===== config.mk =====
export PLATFORM = sky130hd
export DESIGN_NAME = instr_sequencer_ctrl
export DESIGN_NICKNAME = d
export VERILOG_FILES = /design/src/rtl/instr_sequencer_ctrl_pkg.sv /design/src/rtl/instr_seq_regfile.sv /design/src/rtl/instr_sequencer_ctrl.sv
export SDC_FILE = /design/constraint.sdc
export NUM_CORES = 1
export LEC_CHECK = 0
export ABC_CLOCK_PERIOD_IN_PS = 1800
export BUFFER_PORTS_ARGS = -buffer_cell sky130_fd_sc_hd__buf_2
export CORE_ASPECT_RATIO = 0.5
export CORE_MARGIN = 3
export CORE_UTILIZATION = 53
export CTS_CLUSTER_SIZE = 8
export DETAILED_ROUTE_END_ITERATION = 6
export PLACE_DENSITY = 0.77
export SYNTH_ARGS = -nofsm -noshare
export SYNTH_HDL_FRONTEND = slang
export SYNTH_SLANG_ARGS = --single-unit

===== constraint.sdc =====
create_clock -name CLK -period 1.8 [get_ports CLK]
set_input_delay 0.36 -clock CLK [delete_from_list [all_inputs] [get_ports CLK]]
set_output_delay 0.36 -clock CLK [all_outputs]
set_load 0.02 [all_outputs]

===== src/rtl/instr_sequencer_ctrl_pkg.sv =====
// Shared definitions for the instruction sequencer:
// opcodes, ALU op codes, FSM states, instruction fields.
package instr_sequencer_ctrl_pkg;

  localparam logic [2:0] OP_MOV  = 3'b000;
  localparam logic [2:0] OP_ADD  = 3'b001;
  localparam logic [2:0] OP_SUB  = 3'b010;
  localparam logic [2:0] OP_ABS  = 3'b011;
  localparam logic [2:0] OP_HALT = 3'b111;

  localparam logic [1:0] ALU_ADD = 2'b00;
  localparam logic [1:0] ALU_SUB = 2'b01;
  localparam logic [1:0] ALU_ABS = 2'b10;

  localparam int F_OPC_HI = 15;
  localparam int F_OPC_LO = 13;
  localparam int F_IMM    = 12;
  localparam int F_DST_HI = 10;
  localparam int F_DST_LO = 8;
  localparam int F_VAL_HI = 7;
  localparam int F_VAL_LO = 0;

  typedef enum logic [3:0] {
    S_IDLE,
    S_FETCH_HI,
    S_FETCH_LO,
    S_DECODE,
    S_EXEC,
    S_WAIT_ALU,
    S_WRITEBACK,
    S_HALTED,
    S_ERROR
  } state_e;

endpackage


===== src/rtl/instr_seq_regfile.sv =====
// 8x8 register file: two combinational read ports,
// one synchronous write port, plus a tap on reg[0].
module instr_seq_regfile (
  input  logic       clk,
  input  logic       rst_n,
  input  logic       we_i,
  input  logic [2:0] wa_i,
  input  logic [7:0] wd_i,
  input  logic [2:0] ra_a_i,
  input  logic [2:0] ra_b_i,
  output logic [7:0] rd_a_o,
  output logic [7:0] rd_b_o,
  output logic [7:0] r0_o
);

  logic [7:0] mem_q [8];

  // Storage: cleared on reset, written on we_i
  always_ff @(posedge clk or negedge rst_n) begin
    if (!rst_n) begin
      for (int i = 0; i < 8; i++) mem_q[i] <= '0;
    end else if (we_i) begin
      mem_q[wa_i] <= wd_i;
    end
  end

  assign rd_a_o = mem_q[ra_a_i];
  assign rd_b_o = mem_q[ra_b_i];
  assign r0_o   = mem_q[0];

endmodule


===== src/rtl/instr_sequencer_ctrl.sv =====
// Fetch/decode/execute sequencer for the 8-bit accumulator
// datapath with an external start/done ALU.
module instr_sequencer_ctrl
  import instr_sequencer_ctrl_pkg::*;
#(
  parameter int PC_W        = 4,
  parameter int PROG_LEN    = 4,
  parameter int ALU_TIMEOUT = 15
) (
  input  logic            CLK,
  input  logic            RESET,
  input  logic            start,
  output logic            fetch_req,
  output logic [PC_W:0]   fetch_addr,
  input  logic            fetch_valid,
  input  logic [7:0]      fetch_data,
  output logic            alu_start,
  output logic [1:0]      alu_op,
  output logic [7:0]      alu_a,
  output logic [7:0]      alu_b,
  input  logic            alu_done,
  input  logic [7:0]      alu_result,
  input  logic            alu_ovf,
  output logic            busy,
  output logic            halted,
  output logic            error,
  output logic [PC_W-1:0] pc,
  output logic [15:0]     ir,
  output logic [7:0]      al_out,
  output logic            ovf_flag
);

  localparam int CNT_W = $clog2(ALU_TIMEOUT + 1);
  localparam logic [CNT_W-1:0] CNT_LAST =
    CNT_W'(ALU_TIMEOUT - 1);
  localparam logic [PC_W-1:0] PC_LAST =
    PC_W'(PROG_LEN - 1);

  state_e          state_q, state_d;
  logic [PC_W-1:0] pc_q, pc_d;
  logic [15:0]     ir_q, ir_d;
  logic [CNT_W-1:0] cnt_q, cnt_d;
  logic            ovf_q, ovf_d;
  logic [1:0]      op_q, op_d;
  logic [7:0]      a_q, a_d;
  logic [7:0]      b_q, b_d;
  logic [7:0]      val_q, val_d;
  logic            vovf_q, vovf_d;
  logic            we;

  logic [2:0] opc;
  logic       imm_sel;
  logic [2:0] dst;
  logic [7:0] imm;
  logic [7:0] rd_a, rd_b, operand;

  assign opc     = ir_q[F_OPC_HI:F_OPC_LO];
  assign imm_sel = ir_q[F_IMM];
  assign dst     = ir_q[F_DST_HI:F_DST_LO];
  assign imm     = ir_q[F_VAL_HI:F_VAL_LO];
  assign operand = imm_sel ? imm : rd_b;

  instr_seq_regfile u_rf (
    .clk    (CLK),
    .rst_n  (RESET),
    .we_i   (we),
    .wa_i   (dst),
    .wd_i   (val_q),
    .ra_a_i (dst),
    .ra_b_i (imm[2:0]),
    .rd_a_o (rd_a),
    .rd_b_o (rd_b),
    .r0_o   (al_out)
  );

  // State and datapath registers
  always_ff @(posedge CLK or negedge RESET) begin
    if (!RESET) begin
      state_q <= S_IDLE;
      pc_q    <= '0;
      ir_q    <= '0;
      cnt_q   <= '0;
      ovf_q   <= 1'b0;
      op_q    <= '0;
      a_q     <= '0;
      b_q     <= '0;
      val_q   <= '0;
      vovf_q  <= 1'b0;
    end else begin
      state_q <= state_d;
      pc_q    <= pc_d;
      ir_q    <= ir_d;
      cnt_q   <= cnt_d;
      ovf_q   <= ovf_d;
      op_q    <= op_d;
      a_q     <= a_d;
      b_q     <= b_d;
      val_q   <= val_d;
      vovf_q  <= vovf_d;
    end
  end

  // Next-state logic, decode and ALU dispatch
  always_comb begin
    state_d = state_q;
    pc_d    = pc_q;
    ir_d    = ir_q;
    cnt_d   = cnt_q;
    ovf_d   = ovf_q;
    op_d    = op_q;
    a_d     = a_q;
    b_d     = b_q;
    val_d   = val_q;
    vovf_d  = vovf_q;
    we      = 1'b0;
    unique case (state_q)
      S_IDLE, S_HALTED, S_ERROR: begin
        if (start) begin
          state_d = S_FETCH_HI;
          pc_d    = '0;
          ir_d    = '0;
          cnt_d   = '0;
        end
      end
      S_FETCH_HI: begin
        if (fetch_valid) begin
          ir_d[15:8] = fetch_data;
          state_d    = S_FETCH_LO;
        end
      end
      S_FETCH_LO: begin
        if (fetch_valid) begin
          ir_d[7:0] = fetch_data;
          state_d   = S_DECODE;
        end
      end
      S_DECODE: begin
        case (opc)
          OP_MOV: begin
            val_d   = operand;
            vovf_d  = 1'b0;
            ovf_d   = 1'b0;
            state_d = S_WRITEBACK;
          end
          OP_ADD: begin
            op_d    = ALU_ADD;
            a_d     = rd_a;
            b_d     = operand;
            state_d = S_EXEC;
          end
          OP_SUB: begin
            op_d    = ALU_SUB;
            a_d     = rd_a;
            b_d     = operand;
            state_d = S_EXEC;
          end
          OP_ABS: begin
            op_d    = ALU_ABS;
            a_d     = rd_a;
            b_d     = '0;
            state_d = S_EXEC;
          end
          OP_HALT: state_d = S_HALTED;
          default: state_d = S_ERROR;
        endcase
      end
      S_EXEC: begin
        cnt_d   = '0;
        state_d = S_WAIT_ALU;
      end
      S_WAIT_ALU: begin
        if (alu_done) begin
          val_d   = alu_result;
          vovf_d  = alu_ovf;
          state_d = S_WRITEBACK;
        end else if (cnt_q == CNT_LAST) begin
          state_d = S_ERROR;
        end else begin
          cnt_d = cnt_q + 1'b1;
        end
      end
      S_WRITEBACK: begin
        we    = 1'b1;
        ovf_d = vovf_q;
        if (pc_q == PC_LAST) begin
          state_d = S_HALTED;
        end else begin
          pc_d    = pc_q + 1'b1;
          state_d = S_FETCH_HI;
        end
      end
      default: state_d = S_IDLE;
    endcase
  end

  assign fetch_req = (state_q == S_FETCH_HI) ||
                     (state_q == S_FETCH_LO);
  assign fetch_addr =
    (state_q == S_FETCH_HI) ? {pc_q, 1'b0} :
    (state_q == S_FETCH_LO) ? {pc_q, 1'b1} : '0;
  assign alu_start = (state_q == S_EXEC);
  assign alu_op    = op_q;
  assign alu_a     = a_q;
  assign alu_b     = b_q;
  assign busy      = (state_q != S_IDLE) &&
                     (state_q != S_HALTED) &&
                     (state_q != S_ERROR);
  assign halted    = (state_q == S_HALTED);
  assign error     = (state_q == S_ERROR);
  assign pc        = pc_q;
  assign ir        = ir_q;
  assign ovf_flag  = ovf_q;

endmodule


==> impl_metrics.json <==
{
  "critical_path_required_ns": 2.10,
  "std_cell_rows": 27,
  "timing.final.setup_violations": 128,
  "final_common_cell": "dfrtp_1",
  "path_cells": "or2_4, buf_4, or3_4, buf_12, nor2_8, buf_12, nor2_2, a21oi_2",
  "grt_pass1_vias": 6194,
  "cell_type_group_with_the_largest_total_delay_on_the_critical_path": "simple AND/OR/NAND/NOR gates",
  "max_clock_freq_ghz": 0.4548,
  "tritoncts_clock_tree": "yes",
  "synth.lib_cells_used.distinct": 69,
  "mappedNetlistArea_um2": 6366,
  "antenna_found_initial": 2,
  "ctsLongestPathBuffers": 2,
  "synth-seq-cells": 120,
  "grt_usage": 0.3566,
  "grt_setup_unrepaired": "true",
  "fin_nets": 788,
  "violations": "negative setup slack",
  "number_of_iterations_in_the_first_detailed_routing_pass": 7,
  "gp_congestion": 0.9256,
  "crit_path_top_delay_cell": "dfrtp_1",
  "grt_remaining_overflow": 0,
  "synth.largest_area_cell": "dfrtp_1",
  "max-cap-violations": 0,
  "grtUsageMet3": 0.1105,
  "dieArea_um2": 13440,
  "core-area_um2": 11350,
  "routedWlPerCell_um": 30.47,
  "hold_path_class": "in -> reg",
  "synthesis.instances": 552,
  "synth_top_area_share": 0.4717,
  "cp_data_arrival_time_ns": 2.50,
  "port-buffer-count": 78,
  "post_route_drc": 0,
  "synth-main-ff-cell": "dfrtp_1",
  "grt_pass1_wl_um": 36370,
  "n_fill_cell": 434,
  "ios": 79,
  "critical-path-max-stage-delay_ns": 0.45,
  "critPathBufInv": 3,
  "clkLatencyLatePin_ns": 0.43,
  "power_density_nw_per_um2": 1745,
  "slew_viol_final": 0,
  "most-common-layout-cells": "113 x dfrtp_1, 89 x buf_4, 67 x buf_2",
  "yosysSeqAreaShare": 0.4717,
  "final_hold_viol_count": 0,
  "ys_async_sr_fraction": 1.000,
  "detail_route.vias_per_cell": 7.001,
  "routed_wl_um": 28490,
  "critPathCaptureType": "register",
  "mappedNetlistNets": 577,
  "layout_cell_share_with_drive_strength_beyond_1": 0.5773,
  "fin_tns_setup_ns": -24.45,
  "yosys_warnings": 0,
  "timing_worst_setup_path_type": "reg -> reg",
  "vdd.ir_drop.worst_v": 0.0009554,
  "layout-area-overhead-vs-synth_pct": 50.51,
  "cts_inserted_buffers": 17,
  "timing.hold.ws_ns": 0.2338,
  "antennaDiodeCount": 0,
  "synthTopCellsByArea": "dfrtp_1 47%, mux2_2 12%, mux4_2 5.7%, mux2i_1 5.2%, o21ai_0 3.2%",
  "min_period_ns": 2.199,
  "layout_worst_path_cycle_share": 1.222,
  "syn_avg_cell_area_um2": 11.53,
  "grt_start_max_net_pins": 47,
  "via_count": 6546,
  "clkTransAtPathRegs_ns": 0.07,
  "final.setup.worst_slack_ns": -0.3989,
  "dieWidth_um": 161.0,
  "cts-root-buf": "clkbuf_16",
  "timing.critical_path.from_type": "register",
  "run_status": "complete, but fails checks",
  "drt-initial-drc-count": 1160,
  "layout.core_utilization": 0.8441,
  "critical-path-top-cell-by-count": "buf_12",
  "skew_ns": 0.01140,
  "clock_tree.htree_level_count": 4,
  "timing.slew.headroom": 0.6617,
  "global_route.peak_usage_layer": "met2",
  "crit_fanout": 9,
  "dp.final_hpwl_um": 13770,
  "route.antenna.remaining_nets": 0,
  "tightest_slew_ns": 0.5074,
  "grt_util_met2": 0.5528,
  "grt_met1_use": 0.4612,
  "synth_enable_flop_cells": 0,
  "total_leakage_power_uw": 0.004483,
  "starting_density_of_the_core": 0.5608,
  "dieHeight_um": 83.50,
  "cts_num_sinks": 120
}
-- cell usage after synthesis (all sizes together), types with 4 or more instances --
cell / n
nor3: 11
mux2i: 33
nor2b: 7
a221o: 5
or3: 6
and2: 7
a221oi: 10
mux2: 69
clkbuf: 5
nor2: 38
o22ai: 6
nand3: 10
a21oi: 13
mux4: 16
nand2: 47
buf: 28
dfrtp: 120
inv: 20
o21ai: 49
a31oi: 4
-- tightest hold or removal path, stage by stage --
cell and delay, ns:
buf_2 0.12, nand3_2 0.07, o21ai_1 0.06
-- state kept, by name, indices dropped and copies added (netlist names) --
| name | count |
|---|---|
| val_q | 8 |
| alu_b | 8 |
| u_rf.r0_o | 8 |
| pc | 4 |
| alu_a | 8 |
| ir | 16 |
| cnt_q | 4 |
| alu_op | 2 |
| u_rf.mem_q | 56 |
| ovf_flag | 1 |
| state_q | 4 |
| vovf_q | 1 |
-- area by class of cell --
cell class / count / area, um^2 / area share
multi-input combinational: 379 / 3730 / 0.3893
sequential: 120 / 3012 / 0.3143
timing repair buffer: 225 / 1927 / 0.2011
clock buffer: 18 / 439.2 / 0.04583
tap: 159 / 198.9 / 0.02076
clock inverter: 14 / 197.7 / 0.02063
inverter: 20 / 77.57 / 0.008096
-- power by group --
part	leakage, uW	internal, uW	switching, uW	total, uW
Combinational	0.00256	3930	4750	8680
Sequential	0.00163	3320	941	4260
Clock	0.000295	2360	1410	3770
-- through the flow --
| step | instances | setup slack (ns) | cell area (um^2) | total power (uW) |
|---|---|---|---|---|
| 2_1_floorplan | 552 | -0.1298 | 6397 | 7430 |
| 3_3_place_gp | 845 | -0.2928 | 7571 | 9638 |
| 3_5_place_dp | 845 | -0.2407 | 7571 | 9814 |
| 4_1_cts | 913 | -0.2278 | 8997 | 14840 |
| 5_1_grt | 935 | -0.3770 | 9582 | 17080 |
| 6_report | 935 | -0.3989 | 9582 | 16720 |
-- worst paths after layout --
path                                   startpoint  depth (start not counted)  slack (ns)                      to
max                        state_q[2]$_DFFE_PN0P_                          8       -0.40    alu_a[5]$_DFFE_PN0P_
min                                 fetch_data[5]                          3        0.23      ir[13]$_DFFE_PN0P_
max reg2reg                state_q[2]$_DFFE_PN0P_                          8       -0.40    alu_a[5]$_DFFE_PN0P_
min reg2reg                  alu_a[6]$_DFFE_PN0P_                          2        0.52    alu_a[6]$_DFFE_PN0P_
max in group asynchronous                   RESET                          3        0.67  state_q[3]$_DFFE_PN0P_
min in group asynchronous                   RESET                          2        0.46    cnt_q[3]$_DFFE_PN0P_
-- what timing repair did --
item	4_1_cts	5_1_grt
setup buffers	35	24
setup endpoints to repair	65	128
endpoints found under the hold margin	24	0
resized for setup	132	102
hold buffers	1	0
pin swaps	22	39
-- kinds of logic after synthesis --
logic type	Yosys count	share of synthesized area
buf+inv	53	0.04343
compound gates	110	0.1120
xor+xnor	2	0.002752
fa+ha+maj	3	0.005897
mux	118	0.2305
flops	120	0.4717
simple gates	146	0.1337
-- per-layer routing --
| layer | up-vias | wire (um) |
|---|---|---|
| met2 | 696 | 12350 |
| met5 | - | 27 |
| met4 | 4 | 2375 |
| met1 | 3144 | 9597 |
| li1 | 2461 | - |
| met3 | 241 | 4136 |
(Power assumes the default switching activity.)
